### src/rtl/bomber_status_encoder_pkg.sv
// ---------------------------------------------------------------------------
// bomber_status_encoder_pkg
// Shared definitions for the player-status word. The text-overlay stage
// unpacks the word with these same offsets, so change them here only.
//   - STAT_* : bit offsets/widths of the fields inside the 14-bit status word
//   - AXIS_* : index of the X / Y converter lane
//   - enc_state_t : encoder FSM state encoding
// ---------------------------------------------------------------------------
package bomber_status_encoder_pkg;

    // Status word layout
    localparam int STAT_XT        = 0;   // X tens digit (only bit 0 of the nibble)
    localparam int STAT_XO_LSB    = 1;   // X ones digit, 4 bits
    localparam int STAT_YT        = 5;   // Y tens digit (only bit 0 of the nibble)
    localparam int STAT_YO_LSB    = 6;   // Y ones digit, 4 bits
    localparam int STAT_LIVES_LSB = 10;  // lives, 2 bits
    localparam int STAT_BOMBS_LSB = 12;  // bombs, 2 bits
    localparam int STAT_W         = 14;

    localparam int STAT_DIGIT_W   = 4;
    localparam int STAT_CNT_W     = 2;

    // Converter lanes
    localparam int NUM_AXES = 2;
    localparam int AXIS_X   = 0;
    localparam int AXIS_Y   = 1;

    typedef enum logic [1:0] {
        IDLE    = 2'd0,
        CONVERT = 2'd1,
        COMMIT  = 2'd2
    } enc_state_t;

endpackage

### src/rtl/bomber_status_encoder_bin2bcd_serial.sv
// ---------------------------------------------------------------------------
// bin2bcd_serial
// Serial shift-add-3 (double-dabble) binary to two-digit BCD converter.
// One bit is consumed per 'step'; BIN_WIDTH steps after 'load' the digits
// on tens/ones are final. Digits hold until the next load.
// Ports:
//   i_pclk, i_rst : clock, synchronous active-high reset
//   load          : capture din and clear the BCD accumulator
//   din           : binary value to convert
//   step          : perform one adjust+shift iteration
//   tens, ones    : BCD digits (valid after BIN_WIDTH steps)
// ---------------------------------------------------------------------------
module bin2bcd_serial #(
    parameter int BIN_WIDTH = 5
) (
    input  logic                 i_pclk,
    input  logic                 i_rst,
    input  logic                 load,
    input  logic [BIN_WIDTH-1:0] din,
    input  logic                 step,
    output logic [3:0]           tens,
    output logic [3:0]           ones
);

    logic [BIN_WIDTH-1:0] shift_q;
    logic [7:0]           bcd_q;
    logic [7:0]           bcd_adj;
    logic                 unused_adj_msb;

    // Add 3 to any nibble >= 5 so the following shift carries correctly
    // into the next decimal digit.
    always_comb begin
        bcd_adj = bcd_q;
        if (bcd_q[3:0] >= 4'd5) bcd_adj[3:0] = bcd_q[3:0] + 4'd3;
        if (bcd_q[7:4] >= 4'd5) bcd_adj[7:4] = bcd_q[7:4] + 4'd3;
    end

    // Inputs never exceed two digits, so the top bit is shifted out unused.
    assign unused_adj_msb = bcd_adj[7];

    always_ff @(posedge i_pclk) begin
        if (i_rst) begin
            shift_q <= '0;
            bcd_q   <= '0;
        end else if (load) begin
            shift_q <= din;
            bcd_q   <= '0;
        end else if (step) begin
            bcd_q   <= {bcd_adj[6:0], shift_q[BIN_WIDTH-1]};
            shift_q <= shift_q << 1;
        end
    end

    assign tens = bcd_q[7:4];
    assign ones = bcd_q[3:0];

endmodule

### src/rtl/bomber_status_encoder.sv
// ---------------------------------------------------------------------------
// bomber_status_encoder
// Builds the packed player-status word for the text overlay. On each vsync
// rising edge the raw player state is sampled (positions clamped to their
// maxima), X/Y are converted to BCD serially, and the whole word is then
// written in a single cycle so the overlay never sees a mixed frame.
// Ports:
//   i_pclk, i_rst   : pixel clock, synchronous active-high reset
//   i_vsync         : frame sync, rising edge starts a sample
//   i_pos_x/i_pos_y : binary grid position
//   i_lives/i_bombs : 2-bit counters, passed through
//   o_status_data   : registered status word, holds between commits
//   o_valid         : one-cycle pulse when o_status_data was just written
//   o_busy          : sample/conversion in flight (edges ignored meanwhile)
// ---------------------------------------------------------------------------
module bomber_status_encoder
    import bomber_status_encoder_pkg::*;
#(
    parameter int BIN_WIDTH = 5,
    parameter int X_MAX_VAL = 19,
    parameter int Y_MAX_VAL = 19
) (
    input  logic                 i_pclk,
    input  logic                 i_rst,
    input  logic                 i_vsync,
    input  logic [BIN_WIDTH-1:0] i_pos_x,
    input  logic [BIN_WIDTH-1:0] i_pos_y,
    input  logic [1:0]           i_lives,
    input  logic [1:0]           i_bombs,
    output logic [STAT_W-1:0]    o_status_data,
    output logic                 o_valid,
    output logic                 o_busy
);

    localparam int                   ITER_W    = (BIN_WIDTH > 1) ? $clog2(BIN_WIDTH) : 1;
    localparam logic [ITER_W-1:0]    ITER_LAST = ITER_W'(BIN_WIDTH - 1);
    localparam logic [BIN_WIDTH-1:0] X_MAX     = BIN_WIDTH'(X_MAX_VAL);
    localparam logic [BIN_WIDTH-1:0] Y_MAX     = BIN_WIDTH'(Y_MAX_VAL);

    enc_state_t state, state_nxt;

    logic                  vsync_q;
    logic                  vs_edge;
    logic                  load;
    logic                  step;
    logic                  commit;
    logic [ITER_W-1:0]     iter;
    logic [STAT_CNT_W-1:0] lives_q;
    logic [STAT_CNT_W-1:0] bombs_q;
    logic [STAT_W-1:0]     status_nxt;

    logic [NUM_AXES-1:0][BIN_WIDTH-1:0]    din;
    logic [NUM_AXES-1:0][STAT_DIGIT_W-1:0] tens;
    logic [NUM_AXES-1:0][STAT_DIGIT_W-1:0] ones;
    logic                                  unused_tens_hi;

    assign vs_edge = i_vsync & ~vsync_q;

    // Clamp before conversion; the packed tens digit is only one bit wide.
    assign din[AXIS_X] = (i_pos_x > X_MAX) ? X_MAX : i_pos_x;
    assign din[AXIS_Y] = (i_pos_y > Y_MAX) ? Y_MAX : i_pos_y;

    // -----------------------------------------------------------------------
    // Converter lanes (X, Y); the shift register inside each lane doubles as
    // the position shadow, so later input changes cannot leak in.
    // -----------------------------------------------------------------------
    for (genvar a = 0; a < NUM_AXES; a++) begin : g_axis
        bin2bcd_serial #(
            .BIN_WIDTH (BIN_WIDTH)
        ) u_b2b (
            .i_pclk (i_pclk),
            .i_rst  (i_rst),
            .load   (load),
            .din    (din[a]),
            .step   (step),
            .tens   (tens[a]),
            .ones   (ones[a])
        );
    end

    assign unused_tens_hi = ^{tens[AXIS_X][3:1], tens[AXIS_Y][3:1]};

    // -----------------------------------------------------------------------
    // FSM
    // -----------------------------------------------------------------------
    always_ff @(posedge i_pclk) begin
        if (i_rst) state <= IDLE;
        else       state <= state_nxt;
    end

    always_comb begin
        state_nxt = state;
        load      = 1'b0;
        step      = 1'b0;
        commit    = 1'b0;
        case (state)
            IDLE: begin
                if (vs_edge) begin
                    load      = 1'b1;
                    state_nxt = CONVERT;
                end
            end
            CONVERT: begin
                step = 1'b1;
                if (iter == ITER_LAST) state_nxt = COMMIT;
            end
            COMMIT: begin
                commit    = 1'b1;
                state_nxt = IDLE;
            end
            default: state_nxt = IDLE;
        endcase
    end

    // Busy covers CONVERT and COMMIT; it falls the same cycle o_valid rises.
    assign o_busy = (state != IDLE);

    // -----------------------------------------------------------------------
    // Status word assembly
    // -----------------------------------------------------------------------
    always_comb begin
        status_nxt                                   = '0;
        status_nxt[STAT_XT]                          = tens[AXIS_X][0];
        status_nxt[STAT_XO_LSB +: STAT_DIGIT_W]      = ones[AXIS_X];
        status_nxt[STAT_YT]                          = tens[AXIS_Y][0];
        status_nxt[STAT_YO_LSB +: STAT_DIGIT_W]      = ones[AXIS_Y];
        status_nxt[STAT_LIVES_LSB +: STAT_CNT_W]     = lives_q;
        status_nxt[STAT_BOMBS_LSB +: STAT_CNT_W]     = bombs_q;
    end

    always_ff @(posedge i_pclk) begin
        if (i_rst) begin
            vsync_q       <= 1'b0;
            iter          <= '0;
            lives_q       <= '0;
            bombs_q       <= '0;
            o_status_data <= '0;
            o_valid       <= 1'b0;
        end else begin
            vsync_q <= i_vsync;
            o_valid <= commit;
            if (load) begin
                iter    <= '0;
                lives_q <= i_lives;
                bombs_q <= i_bombs;
            end else if (step) begin
                iter <= iter + 1'b1;
            end
            if (commit) o_status_data <= status_nxt;
        end
    end

endmodule

### config.mk
export PLATFORM = sky130hd
export DESIGN_NAME = bomber_status_encoder
export DESIGN_NICKNAME = d
export VERILOG_FILES = /design/src/rtl/bomber_status_encoder_pkg.sv /design/src/rtl/bomber_status_encoder_bin2bcd_serial.sv /design/src/rtl/bomber_status_encoder.sv
export SDC_FILE = /design/constraint.sdc
export NUM_CORES = 1
export LEC_CHECK = 0
export CAP_MARGIN = 20
export CORE_MARGIN = 2
export CORE_UTILIZATION = 53
export CTS_CLUSTER_SIZE = 8
export DETAILED_ROUTE_END_ITERATION = 12
export GPL_TIMING_DRIVEN = 1
export MAX_ROUTING_LAYER = met4
export PLACE_DENSITY = 0.8
export SLEW_MARGIN = 5
export SYNTH_ARGS = -nofsm -noshare
export SYNTH_HDL_FRONTEND = slang
export SYNTH_SLANG_ARGS = --single-unit
### constraint.sdc
create_clock -name i_pclk -period 2.1 [get_ports i_pclk]
set_input_delay 0.315 -clock i_pclk [delete_from_list [all_inputs] [get_ports i_pclk]]
set_output_delay 0.315 -clock i_pclk [all_outputs]
set_load 0.03 [all_outputs]
==> results.toml <==
[yosys]
netlist_area_mm2 = 0.00191
yosys.cell_types.count = 32
synth_seq_cells = 45
synth_edf_count = 0
synth.net_count = 252
async_flop_share = 0
synthCells = 229
seq_area_frac_synth = 0.472
yosys_warnings = 0
synth_flop_cell = "dfxtp_1"
syn-mean-instance-area_um2 = 8.34

[setup_path]
worstSetupPathType = "reg -> out"
crit_fanout = 9
startpoint_type = "flop"
required_ns = 1.78
end_kind = "primary output"
cp.arrival_ns = 1.65

[grt]
grt_pass1_vias = 1593
grt_overflow = 0
grt_max_degree = 23
grt_first_pass_wirelength_um = 6820
grt_use_total = 0.220
antenna_found_initial = 0

[sta]
hold_violations = 0
rsz0062_at_grt = "false"
finalCritPeriodShare = 0.936
fin_worst_skew_ns = 0.0102
finalMaxSlewViolations = 0
period_needed_ns = 1.97
setup_viol = 0
worst_slew_pin_slew_ns = 0.605
max_freq_ghz = 0.509
slew_headroom = 0.597
setup_tns_ns = 0
layout_setup_ws_ns = 0.134

[layout]
fillerInstances = 272
seqCellArea_um2 = 902
multi_input_area_um2 = 917
antennaDiodeCount = 0
area_delta_synth_final_pct = 23.9
final_net_count = 285
drive_gt1_frac = 0.0722

[clocking]
htreeDepth = 2
clock_latency_ns = 0.34
cts_tree = "done"
cts_buffer_depth = 2
cts_buffers = 5
cts-root-buf = "clkbuf_4"
clkSinkCount = 45
path_clk_slew_ns = 0.12

[route]
ant_nets = 0
dr.pass1.iters = 4
drtIter0Drc = 79
routed_wl_um = 3860
routed-via-count = 1656
wl_per_cell_um = 12.5
drc = 0
via_per_inst = 5.36

[power]
peakVddDrop_v = 0.000374
seqPwrFrac = 0.558
combinationalPowerShare = 0.105
p_switching_w = 0.000364
intPower_w = 0.00124
power_leakage_nw = 0.841
power_density_mw_per_mm2 = 679
sw_frac_of_total = 0.227
clock_power_share = 0.336

[placement]
dp_hpwl_um = 2740
dp_slack_ns = 0.241
io_buffers = 32
place_congestion = 0.819

[floorplanning]
start_util = 0.563
core-area_mm2 = 0.00339
die_y_um = 64.0
rows = 21
pin_count = 33
dieWidth_um = 64.0
dieArea_mm2 = 0.00410

[min_path]
hp-class = "reg -> reg"

[run]
maxCapViolCount = 0

[run_status]
status = "finished clean"
## registers in the layout (all words and copies together) (netlist names)
signal and flops:
o_valid 1, iter 3, g_axis.u_b2b.shift_q 10, vsync_q 1
g_axis.u_b2b.bcd_q 10, o_status_data 14, bombs_q 2, lives_q 2
state 2
## placed cells by master (no fill, tap or decap), drive strengths merged, types with 5 or more instances in the layout
master	count
nand2	49
dfxtp	45
a21oi	36
clkdlybuf4s50	32
nor2	14
a22oi	8
buf	8
nor2b	7
nor3	7
clkbuf	7
inv	6
o21ai	6
ha	6
nand2b	5
## Yosys cell counts, types with 2 or more instances
cell	n	area, µm²
nor3b_1	2	15.0
a211oi_1	2	15.0
a2111oi_0	2	17.5
o21a_1	2	15.0
nor2_4	2	22.5
mux2i_1	2	20.0
dfxtp_1	45	901
nand2b_1	5	31.3
nor2_1	12	45.0
nand2_1	49	184
a2bb2oi_1	2	17.5
a41oi_1	2	17.5
nor2b_1	7	43.8
nand3_1	2	10.0
a31oi_1	2	12.5
a22o_1	2	17.5
clkbuf_1	8	30.0
a21oi_1	36	180
inv_1	6	22.5
a22oi_1	8	60.1
ha_1	6	75.1
buf_2	4	20.0
o21ai_0	6	30.0
nor3_1	7	35.0
## through the flow
step	power, W	instances	utilization	cell area (µm²)	hold WS (ns)
floorplan	0.00102	229	-	1910	0.432
CTS	0.00162	309	0.697	2360	0.464
global route	0.00169	309	0.698	2360	0.478
detailed placement	0.00108	301	0.672	2280	0.447
finish	0.00161	309	0.698	2360	0.460
global placement	0.00108	301	0.672	2280	0.443
## routing by layer
layer,vias up,track usage,routed length (µm)
met3,4,0.0440,128
met2,38,0.367,1870
li1,852,-,-
met1,762,0.253,1820
met4,0,0.106,44
met5,-,-,0
## worst paths after layout
check                                              start                       end  slack (ns)  cells past startpoint
worst min register to register          o_status_data[0]          o_status_data[0]        0.46                      2
worst max-delay path                            state[1]                    o_busy        0.13                      2
worst max register to register  g_axis[1].u_b2b.bcd_q[1]  g_axis[1].u_b2b.bcd_q[1]        0.55                      6
worst min-delay path                    o_status_data[0]          o_status_data[0]        0.46                      2
## final cells by class
cell class,instances,area share
clock buffers,7,0.0233
multi-input cells,164,0.388
well taps,46,0.0243
clock inverters,1,0.0127
flip-flops and latches,45,0.381
inverters,6,0.00952
repair buffers,40,0.161
## cell families after synthesis
family | synth area share
xor gates and xnor gates | 0.00918
AOI/OAI and AO/OA | 0.206
and+or+nand+nor | 0.215
DFF | 0.472
adders and majority gates | 0.0393
muxes | 0.0105
buffers and inverters | 0.0478
## worst max-delay path, stage by stage (launching register included)
cell and delay (ns):
dfxtp_1 0.47, or2_1 0.17, clkdlybuf4s50_1 0.67
## power by group through the flow
stage	Combinational, W	Clock (W)	Sequential [W]
2_1_floorplan	0.000110	0	0.000908
3_3_place_gp	0.000167	0	0.000915
3_5_place_dp	0.000168	0	0.000915
4_1_cts	0.000170	0.000558	0.000896
5_1_grt	0.000187	0.000598	0.000901
6_report	0.000169	0.000541	0.000897
## what timing repair did
item,4_1_cts,5_1_grt
setup endpoints to repair,0,1
buffers inserted,0,0
hold buffers,0,0
hold endpoints to repair,0,0
resized for setup,0,1
Note: power is estimated with default switching activity, not from simulation.
